<file path="src/rtl/usb_buf_arbiter.sv">
// usb_buf_arbiter: shares one single-port packet SRAM between the SIE (fixed priority)
// and the CPU port, with a starvation counter and an SIE packet lock.
module usb_buf_arbiter #(
  parameter int AW       = 8,
  parameter int DW       = 8,
  parameter int MAX_WAIT = 4
) (
  input  logic          clk,
  input  logic          rst_n,
  input  logic          sie_req,
  input  logic          sie_we,
  input  logic [AW-1:0] sie_addr,
  input  logic [DW-1:0] sie_wdata,
  input  logic          sie_lock,
  output logic          sie_gnt,
  output logic          sie_rvalid,
  output logic [DW-1:0] sie_rdata,
  input  logic          cpu_req,
  input  logic          cpu_we,
  input  logic [AW-1:0] cpu_addr,
  input  logic [DW-1:0] cpu_wdata,
  output logic          cpu_gnt,
  output logic          cpu_rvalid,
  output logic [DW-1:0] cpu_rdata,
  output logic          mem_en,
  output logic          mem_we,
  output logic [AW-1:0] mem_addr,
  output logic [DW-1:0] mem_wdata,
  input  logic [DW-1:0] mem_rdata
);
  localparam logic [3:0] MAX_W = 4'(MAX_WAIT);
  logic [3:0]    wait_cnt_q, wait_cnt_d;
  logic          rd_pend_q, rd_pend_d, rd_src_q, rd_src_d;
  logic [DW-1:0] sie_rdata_q, cpu_rdata_q;
  logic          cpu_win;
  // Grants are gated by rst_n so every output is quiet while reset is held.
  always_comb begin
    cpu_win    = rst_n & cpu_req & ~sie_lock & (~sie_req | (wait_cnt_q == MAX_W));
    cpu_gnt    = cpu_win;
    sie_gnt    = rst_n & sie_req & ~cpu_win;
    mem_en     = sie_gnt | cpu_gnt;
    mem_we     = cpu_gnt ? cpu_we : (sie_gnt & sie_we);
    mem_addr   = cpu_gnt ? cpu_addr : (sie_gnt ? sie_addr : '0);
    mem_wdata  = cpu_gnt ? cpu_wdata : (sie_gnt ? sie_wdata : '0);
    sie_rvalid = rd_pend_q & ~rd_src_q;
    cpu_rvalid = rd_pend_q & rd_src_q;
    sie_rdata  = sie_rvalid ? mem_rdata : sie_rdata_q;
    cpu_rdata  = cpu_rvalid ? mem_rdata : cpu_rdata_q;
    rd_pend_d  = mem_en & ~mem_we;
    rd_src_d   = cpu_gnt;
    wait_cnt_d = (cpu_req & ~cpu_gnt) ? ((wait_cnt_q == MAX_W) ? MAX_W : wait_cnt_q + 4'd1) : 4'd0;
  end
  always_ff @(posedge clk or negedge rst_n) begin
    if (!rst_n) begin
      wait_cnt_q  <= '0;
      rd_pend_q   <= 1'b0;
      rd_src_q    <= 1'b0;
      sie_rdata_q <= '0;
      cpu_rdata_q <= '0;
    end else begin
      wait_cnt_q  <= wait_cnt_d;
      rd_pend_q   <= rd_pend_d;
      rd_src_q    <= rd_src_d;
      sie_rdata_q <= sie_rdata;
      cpu_rdata_q <= cpu_rdata;
    end
  end
endmodule

</file>
<file path="config.mk">
export PLATFORM = sky130hd
export DESIGN_NAME = usb_buf_arbiter
export DESIGN_NICKNAME = d
export VERILOG_FILES = /design/src/rtl/usb_buf_arbiter.sv
export SDC_FILE = /design/constraint.sdc
export NUM_CORES = 1
export LEC_CHECK = 0
export CELL_PAD_IN_SITES_DETAIL_PLACEMENT = 1
export CELL_PAD_IN_SITES_GLOBAL_PLACEMENT = 2
export CORE_MARGIN = 2
export CORE_UTILIZATION = 19
export CTS_BUF_LIST = sky130_fd_sc_hd__clkbuf_8
export CTS_CLUSTER_SIZE = 20
export DETAILED_ROUTE_END_ITERATION = 16
export HOLD_SLACK_MARGIN = 0.03
export PLACE_DENSITY_LB_ADDON = 0.2
export SLEW_MARGIN = 0
export SYNTH_ARGS = -nofsm -noshare
export SYNTH_HDL_FRONTEND = slang
export SYNTH_SLANG_ARGS = --single-unit
</file>
<file path="constraint.sdc">
create_clock -name clk -period 1.8 [get_ports clk]
set_input_delay 0.36 -clock clk [delete_from_list [all_inputs] [get_ports clk]]
set_output_delay 0.36 -clock clk [all_outputs]
set_load 0.03 [all_outputs]
</file>
# --- Word level (Yosys, flattened, before mapping) ---
# Cells that the tools add are included.
word_totals:
  inputBits: 47
  regBits: 22
  elab_cells: 33
classes:
  bitwise_logic: 17
  mux: 9
  eq_ne: 1
  n_addsub: 1
op_table:
  columns: ["operator", "n"]
  rows:
  - ["8-bit 2-to-1 mux", 6]
  - ["1-bit bitwise AND", 10]
  - ["4-bit 2-to-1 mux", 2]
  - ["1-bit inverter", 5]
  - ["4-bit by 1-bit adder with 4-bit output, second input constant", 1]
  - ["4-bit by 3-bit equality test with 1-bit output, second input constant", 1]
  - ["1-bit bitwise OR", 2]
  - ["1-bit 2-to-1 mux", 1]

# --- Longest topological paths before layout ---
# Gate-level depths: netlist (run 1).
depth:
  word_depth: 9
  mapped_depth: 7
  depth_no_buf: 5

# --- Least setup slack after synthesis (run 1) ---
# No wires, ideal clock.
synth_timing:
  kind: "register -> output"
  start: "register wait_cnt_q[0]"
  end: "output port mem_addr[6]"
  n_path_buf: 1
  arrival_ns: 1.506
  path_stages_with_launch: 7
  path_slack_ns: -0.066
  cell_sequence: "dfrtp_1 inv_1 ha_1 nand3b_1 a21oi_1 buf_2 a22o_1"
synth_via:
  elab_chain_len: 7
synth_lines:
  columns: ["element", "line", "source"]
  rows:
  - ["start, declared", "32", "logic [3:0] wait_cnt_q, wait_cnt_d;"]
  - ["start signal, assigned", "61", "wait_cnt_q <= wait_cnt_d;"]
  - ["4-bit by 3-bit equality test with 1-bit output *", "38", "cpu_win = rst_n & cpu_req & ~sie_lock & (~sie_req | (wait_cnt_q == MAX_W));"]
  - ["1-bit bitwise OR *", "38", null]
  - ["1-bit bitwise AND *", "38", null]
  - ["net cpu_gnt", "22", "output logic cpu_gnt,"]
  - ["1-bit inverter", "40", "sie_gnt = rst_n & sie_req & ~cpu_win;"]
  - ["1-bit bitwise AND", "40", null]
  - ["8-bit 2-to-1 mux", "43", "mem_addr = cpu_gnt ? cpu_addr : (sie_gnt ? sie_addr : '0);"]
  - ["8-bit 2-to-1 mux *", "43", null]
  - ["end, declared", "27", "output logic [AW-1:0] mem_addr,"]
# Mark *: on every way through the listed nets, which the timed path passes. The rest lies on a longest branch.

# --- Final worst setup path (run 1) ---
layout_timing:
  start: "register wait_cnt_q[0]"
  end: "output port mem_addr[4]"
layout_via:
  elab_chain_len: 7
layout_lines:
  columns: ["element", "line"]
  rows:
  - ["4-bit by 3-bit equality test with 1-bit output *", "38"]
  - ["1-bit bitwise OR *", "38"]
  - ["1-bit bitwise AND *", "38"]
  - ["1-bit inverter", "40"]
  - ["1-bit bitwise AND", "40"]
  - ["8-bit 2-to-1 mux", "43"]
  - ["8-bit 2-to-1 mux *", "43"]
# Mark *: on every way between the ends. The rest lies on a longest branch, timed or not.

==> impl_metrics.tcl, run 1 <==
set metrics [dict create \
    status "complete, but fails checks" \
    violations "negative setup slack" \
    grt_pass1_vias 1411 \
    die_x_um 81.07 \
    synth_xor_area_share_pct 0.7761 \
    dieArea_mm2 0.006572 \
    clk_pin_slew_ns 0.08 \
    synth_compound_area_share_pct 17.96 \
    synth_edf_count 0 \
    stdcell_area_mm2 0.002590 \
    yosysMostFrequentCell "dfrtp_1" \
    crit_path_max_incr_delay_ns 0.40 \
    rsz0062_at_grt "yes" \
    chipHeight_um 81.07 \
    netlist.area_leader.share_pct 48.78 \
    period_share_pct 118.0 \
    pre_cts_ws_ns -0.3621 \
    dp_hpwl_mm 2.984 \
    ys_seq_area_share_pct 48.78 \
    cts.sinks 22 \
    relSlewSlack_pct 80.19 \
    overflow 0 \
    layout.cells.non_filler 275 \
    switchingPower_mw 0.6168 \
    end_kind "output port" \
    combPwrFrac_pct 46.6 \
    critPathArrivalTime_ns 1.76 \
    yosys.area.top_type "dfrtp_1" \
    tightest_slew_ns 0.2984 \
    syn_area_mm2 0.001129 \
    remaining_drc_errors 0 \
    dp.cells 259 \
    sw_frac_of_total_pct 30.87 \
    synthSimpleGateAreaFrac_pct 8.647 \
    crit_family "compound AO/OA/AOI/OAI gates" \
    fp-row-count 28 \
    slew_viol_final 0 \
    drtAntennaViolNets 0 \
    synth_mux_area_share_pct 15.96 \
    final_nets 250 \
    place_congestion 0.7215 \
    min_period_ns 2.124 \
    design.core.area_mm2 0.005816 \
    synthArstFlopShare_pct 100.0 \
    synthTopCellsByCount "dfrtp_1, mux2_2, a22o_1, a22o_2, inv_1" \
    layout-drive-gt1-share_pct 54.50 \
    path_class "reg -> out" \
    grt_max_degree 23 \
    pwr_density_cell_mw_per_mm2 771.5 \
    syn_area_per_cell_um2 12.40 \
    worstSetupStartpointType "flip-flop" \
    fin_ws_ns -0.3238 \
    cts_buffer_depth 2 \
    tritoncts "built" \
    hold_viol 0 \
    cp.required_ns 1.44 \
    critPathMaxFanout 10 \
    synth_top_flop_cell "dfrtp_1" \
    antenna_found_initial 0 \
    setup-violations-final 19 \
    ys_ff_latch 22 \
    syn_nets 140 \
    grt_pass1_wl_mm 6.451 \
    intPower_mw 1.381 \
    syn_inst 91 \
    fin_skew_ns 0.005289 \
    synth_top_family_by_area "compound AO/OA/AOI/OAI gates" \
    synthAdderAreaFrac_pct 2.217 \
    grt_usage_pct 12.74 \
    n_fill_cell 639 \
    routed_wl_mm 4.063 \
    cts_htree_levels 1 \
    vias 1194 \
    first_pass_iters 2 \
    area_growth_pct 129.5 \
    cp_common_cell "buf_6" \
    port_buffers 84 \
    ys_top_cells_by_area "dfrtp_1, mux2_2, a22o_2" \
    fmax_mhz 470.9 \
    wl_per_cell_um 14.77 \
    numCtsBuffers 3 \
    cts-root-buf "clkbuf_8" \
    crit_path_top_delay_cell "dfrtp_1" \
    p_clk_share_pct 23.0 \
    worstSkewPairLatency_ns 0.26 \
    leakagePower_nw 1.262 \
    maxCapViolCount 0 \
    start_util_pct 19.41 \
    hold_path.class "reg -> reg" \
    vdd_ir_drop_max_uv 494.9 \
    synth_cell_types 24 \
    fin_hold_ws_ns 0.5091 \
    p_seq_share_pct 30.4 \
    boundaryPins 85 \
    postPlaceCellArea_mm2 0.002142 \
    n_antenna_cell 0 \
    ctsHoldBuffers 0 \
    viasPerCell 4.342 \
    ys_warn_count 0 \
    path_buf_inv 3 \
    drtIter0Drc 32 \
    path_cells "inv_2, ha_4, nand3b_1, o211a_1, buf_6, a22o_2, buf_6" \
]
## sequential cells by signal, summed over array words and instances (netlist names)
register,flops
cpu_rdata_q,8
sie_rdata_q,8
wait_cnt_q,4
rd_pend_q,1
rd_src_q,1
## stage by stage
step,setup TNS (ns),utilization (%),total power [mW]
2_1_floorplan,-0.09591,-,1.004
3_3_place_gp,-6.352,36.83,1.329
3_5_place_dp,-6.499,36.83,1.349
4_1_cts,-7.631,42.04,1.898
5_1_grt,-8.198,44.54,2.101
6_report,-5.806,44.54,1.998
## area by class of cell
class / instances / area [µm²] / area share, %
clock buffer: 3 / 41.29 / 1.594
clock inverter: 1 / 30.03 / 1.159
inverter: 6 / 22.52 / 0.8696
multi-input combinational: 58 / 716.9 / 27.68
sequential: 22 / 550.5 / 21.26
tap: 75 / 93.84 / 3.623
timing repair buffer: 110 / 1135 / 43.82
## power groups by stage
stage / sequential [mW] / clock (mW) / combinational (mW)
2_1_floorplan: 0.604 / 0 / 0.401
3_3_place_gp: 0.606 / 0 / 0.723
3_5_place_dp: 0.610 / 0 / 0.739
4_1_cts: 0.602 / 0.469 / 0.827
5_1_grt: 0.618 / 0.496 / 0.987
6_report: 0.607 / 0.460 / 0.931
## placed cells by master, fill, tap and decap left out, types with 2 or more instances in the layout
cell type,Yosys,layout
inv_1,6,4
nand2_1,3,2
nand2b_1,3,2
mux2_4,0,16
dlygate4sd2_1,0,3
buf_6,1,42
clkbuf_8,0,3
buf_4,0,18
a22o_2,9,5
a22o_4,0,13
nand3b_1,3,3
dfrtp_1,22,22
inv_2,0,2
nor3_1,2,2
clkdlybuf4s50_1,0,44
## metal layers
layer | part of all wire (%) | track usage [%] | vias to the layer above
li1 | - | - | 548
met1 | 38 | 13.85 | 566
met2 | 51 | 23.72 | 75
met3 | 10 | 3.889 | 5
met4 | 0.98 | 3.559 | 0
met5 | 0 | 0 | -
## worst reg2reg max path: stages (launching register included)
cell and delay [ns]:
dfrtp_1 0.40, inv_2 0.08, ha_4 0.13, nand3b_1 0.12, o211a_1 0.27, buf_6 0.16
buf_4 0.14, a22o_2 0.20
## final timing paths
path / startpoint / endpoint / slack, ns / cells past startpoint
worst max-delay path: wait_cnt_q[0] / mem_addr[4] / -0.32 / 7
worst min-delay path: sie_rdata_q[6] / sie_rdata_q[6] / 0.51 / 1
worst max register to register: wait_cnt_q[0] / rd_pend_q / 0.22 / 7
worst min register to register: sie_rdata_q[6] / sie_rdata_q[6] / 0.51 / 1
max in group asynchronous: rst_n / cpu_rdata_q[0] / 0.95 / 3
min in group asynchronous: rst_n / sie_rdata_q[2] / 0.62 / 3
## kinds of logic after synthesis
| group | after synthesis |
|---|---|
| compound gates | 23 |
| xor+xnor | 1 |
| fa+ha+maj | 2 |
| buf+inv | 11 |
| flops | 22 |
| mux | 16 |
| simple gates | 16 |
## timing repair
| item | 4_1_cts | 5_1_grt |
|---|---|---|
| setup endpoints to repair | 32 | 35 |
| gates resized for setup | 42 | 35 |
| gates cloned | 2 | 0 |
| pin swaps | 4 | 4 |
| endpoints found under the hold margin | 0 | 0 |
| setup buffers | 5 | 7 |
Power figures use the tool's default switching activity.
==> run 2: changes to the inputs <==
--- a/config.mk
+++ b/config.mk
@@ -5,13 +5,14 @@
 export SDC_FILE = /design/constraint.sdc
 export NUM_CORES = 1
 export LEC_CHECK = 0
-export CELL_PAD_IN_SITES_DETAIL_PLACEMENT = 1
-export CELL_PAD_IN_SITES_GLOBAL_PLACEMENT = 2
+export CELL_PAD_IN_SITES_DETAIL_PLACEMENT = 0
+export CELL_PAD_IN_SITES_GLOBAL_PLACEMENT = 1
 export CORE_MARGIN = 2
-export CORE_UTILIZATION = 19
+export CORE_UTILIZATION = 25
 export CTS_BUF_LIST = sky130_fd_sc_hd__clkbuf_8
 export CTS_CLUSTER_SIZE = 20
 export DETAILED_ROUTE_END_ITERATION = 16
+export GPL_ROUTABILITY_DRIVEN = 1
 export HOLD_SLACK_MARGIN = 0.03
 export PLACE_DENSITY_LB_ADDON = 0.2
 export SLEW_MARGIN = 0
==> run 2 against run 1 <==
  * The run still ends with negative setup slack left
  * Sequential share of layout area rose by 1.5 points
  * Sequential power fell by 0.7%
  * Register-to-register slack got worse by 0.06 ns
  * Combinational power fell by 12%
  * Via count fell by 4.2%
  * Core utilization rose by 11 points
==> impl_metrics.tcl, run 2 (same netlist as run 1, synthesis figures left out) <==
set metrics [dict create \
    layout.cells.non_filler 247 \
    multiInputGateArea_um2 654.4 \
    fmax_mhz 457.8 \
    largestRegisters "cpu_rdata_q (8), sie_rdata_q (8), wait_cnt_q (4)" \
    overflow 0 \
    fp-row-count 24 \
    boundaryPins 85 \
    routed_wl_mm 3.380 \
    dieArea_mm2 0.005068 \
    dp.cells 236 \
    ff2ff_setup_slack_ns 0.16 \
    cp.required_ns 1.44 \
    relSlewSlack_pct 79.27 \
    area_growth_pct 114.4 \
    hold_path.class "in -> async" \
    end_kind "output port" \
    worstSkewPairLatency_ns 0.26 \
    dp_hpwl_mm 2.595 \
    wl_per_cell_um 13.68 \
    viasPerCell 4.632 \
    stdcell_area_mm2 0.002420 \
    ctsHoldBuffers 0 \
    cts_htree_levels 1 \
    postPlaceCellArea_mm2 0.002101 \
    grt_max_degree 19 \
    period_share_pct 121.4 \
    layout-drive-gt1-share_pct 52.82 \
    n_fill_cell 362 \
    critPathMaxFanout 10 \
    vdd_ir_drop_max_uv 258.4 \
    layout_common_cells "clkdlybuf4s50_1, buf_6, buf_4" \
    numCtsBuffers 3 \
    final_nets 245 \
    fin_skew_ns 0.001315 \
    worstSetupStartpointType "flip-flop" \
    slew_viol_final 0 \
    die_x_um 71.19 \
    reg2regPathDepth 7 \
    rsz0062_at_grt "yes" \
    violations "negative setup slack" \
    min_period_ns 2.184 \
    rr_endpoint "rd_pend_q" \
    hold_viol 0 \
    cts_buffer_depth 2 \
    n_antenna_cell 0 \
    grt_usage_pct 13.36 \
    design.core.area_mm2 0.004354 \
    drtAntennaViolNets 0 \
    tns_ns -6.846 \
    pre_cts_ws_ns -0.3698 \
    critPathArrivalTime_ns 1.82 \
    first_pass_iters 3 \
    grt_pass1_vias 1211 \
    chipHeight_um 71.19 \
    pwr_density_cell_mw_per_mm2 772.8 \
    tritoncts "built" \
    antenna_found_initial 0 \
    maxCapViolCount 0 \
    status "complete, but fails checks" \
    fin_ws_ns -0.3844 \
    final_common_cell "clkdlybuf4s50_1" \
    tightest_slew_ns 0.3121 \
    register_area_um2 550.5 \
    start_util_pct 25.92 \
    port_buffers 84 \
    cts-root-buf "clkbuf_8" \
    place_congestion 0.7081 \
    leakagePower_nw 1.164 \
    clk_pin_slew_ns 0.08 \
    path_class "reg -> out" \
    grt_pass1_wl_mm 5.499 \
    setup-violations-final 19 \
    drtIter0Drc 31 \
    r2r-start "wait_cnt_q[0]" \
    finalPower_mw 1.870 \
    remaining_drc_errors 0 \
    cts.sinks 22 \
    vias 1144 \
]
==> run 2: stage by stage <==
stage	utilization, %	hold WS (ns)
4_1_cts	53.62	0.4751
3_3_place_gp	48.25	0.4799
2_1_floorplan	-	0.06441
3_5_place_dp	48.25	0.4838
5_1_grt	55.57	0.4975
6_report	55.57	0.4624
==> run 2: cell type report <==
class,instances,share of cell area (%)
inverter,6,0.9307
clock inverter,1,1.241
timing repair buffer,105,43.64
tap,52,2.689
multi-input combinational,58,27.04
sequential,22,22.75
clock buffer,3,1.706
==> run 2: timing repair <==
action | in CTS | in global routing
endpoints found under the hold margin | 0 | 0
resized for setup | 32 | 17
pin swaps | 2 | 1
cloned | 2 | 0
setup endpoints to repair | 28 | 28
buffers inserted | 2 | 3
==> run 2: worst max-delay path by stage <==
stage | from | slack [ns] | end | depth (start not counted)
after CTS | wait_cnt_q[0] | -0.38 | mem_addr[0] | 8
after detailed placement | rst_n | -0.37 | mem_wdata[2] | 7
final | wait_cnt_q[0] | -0.38 | mem_addr[6] | 7
after floorplan | wait_cnt_q[0] | -0.01 | mem_addr[5] | 7
after global routing | wait_cnt_q[0] | -0.49 | mem_addr[0] | 8
after global placement | rst_n | -0.37 | mem_wdata[2] | 7
==> run 2: metal layers <==
layer	vias to the layer above	track usage [%]	share of wire, %
met2	66	23.97	50
met4	0	3.774	0.86
met3	2	3.276	8.7
met1	532	15.71	40
li1	544	-	-
met5	-	0	0
==> run 2: power breakdown <==
| part | switching (mW) | internal (mW) | total [mW] |
|---|---|---|---|
| combinational | 0.394 | 0.422 | 0.816 |
| clock | 0.154 | 0.297 | 0.451 |
| sequential | 0.0253 | 0.578 | 0.603 |
==> run 2: worst max-delay path: stages (launching register included) <==
cell	delay (ns)
dfrtp_1	0.39
inv_1	0.06
ha_2	0.17
nand3b_1	0.13
o211a_4	0.31
buf_12	0.15
a22o_4	0.22
buf_6	0.13
==> run 3: changes to the inputs <==
--- a/config.mk
+++ b/config.mk
@@ -5,12 +5,12 @@
 export SDC_FILE = /design/constraint.sdc
 export NUM_CORES = 1
 export LEC_CHECK = 0
+export ABC_AREA = 0
 export CELL_PAD_IN_SITES_DETAIL_PLACEMENT = 0
 export CELL_PAD_IN_SITES_GLOBAL_PLACEMENT = 1
 export CORE_MARGIN = 2
 export CORE_UTILIZATION = 25
 export CTS_BUF_LIST = sky130_fd_sc_hd__clkbuf_8
-export CTS_CLUSTER_SIZE = 20
 export DETAILED_ROUTE_END_ITERATION = 16
 export GPL_ROUTABILITY_DRIVEN = 1
 export HOLD_SLACK_MARGIN = 0.03
==> results of run 3 <==
The final DEF is identical to that of run 2; final timing and power are the same.
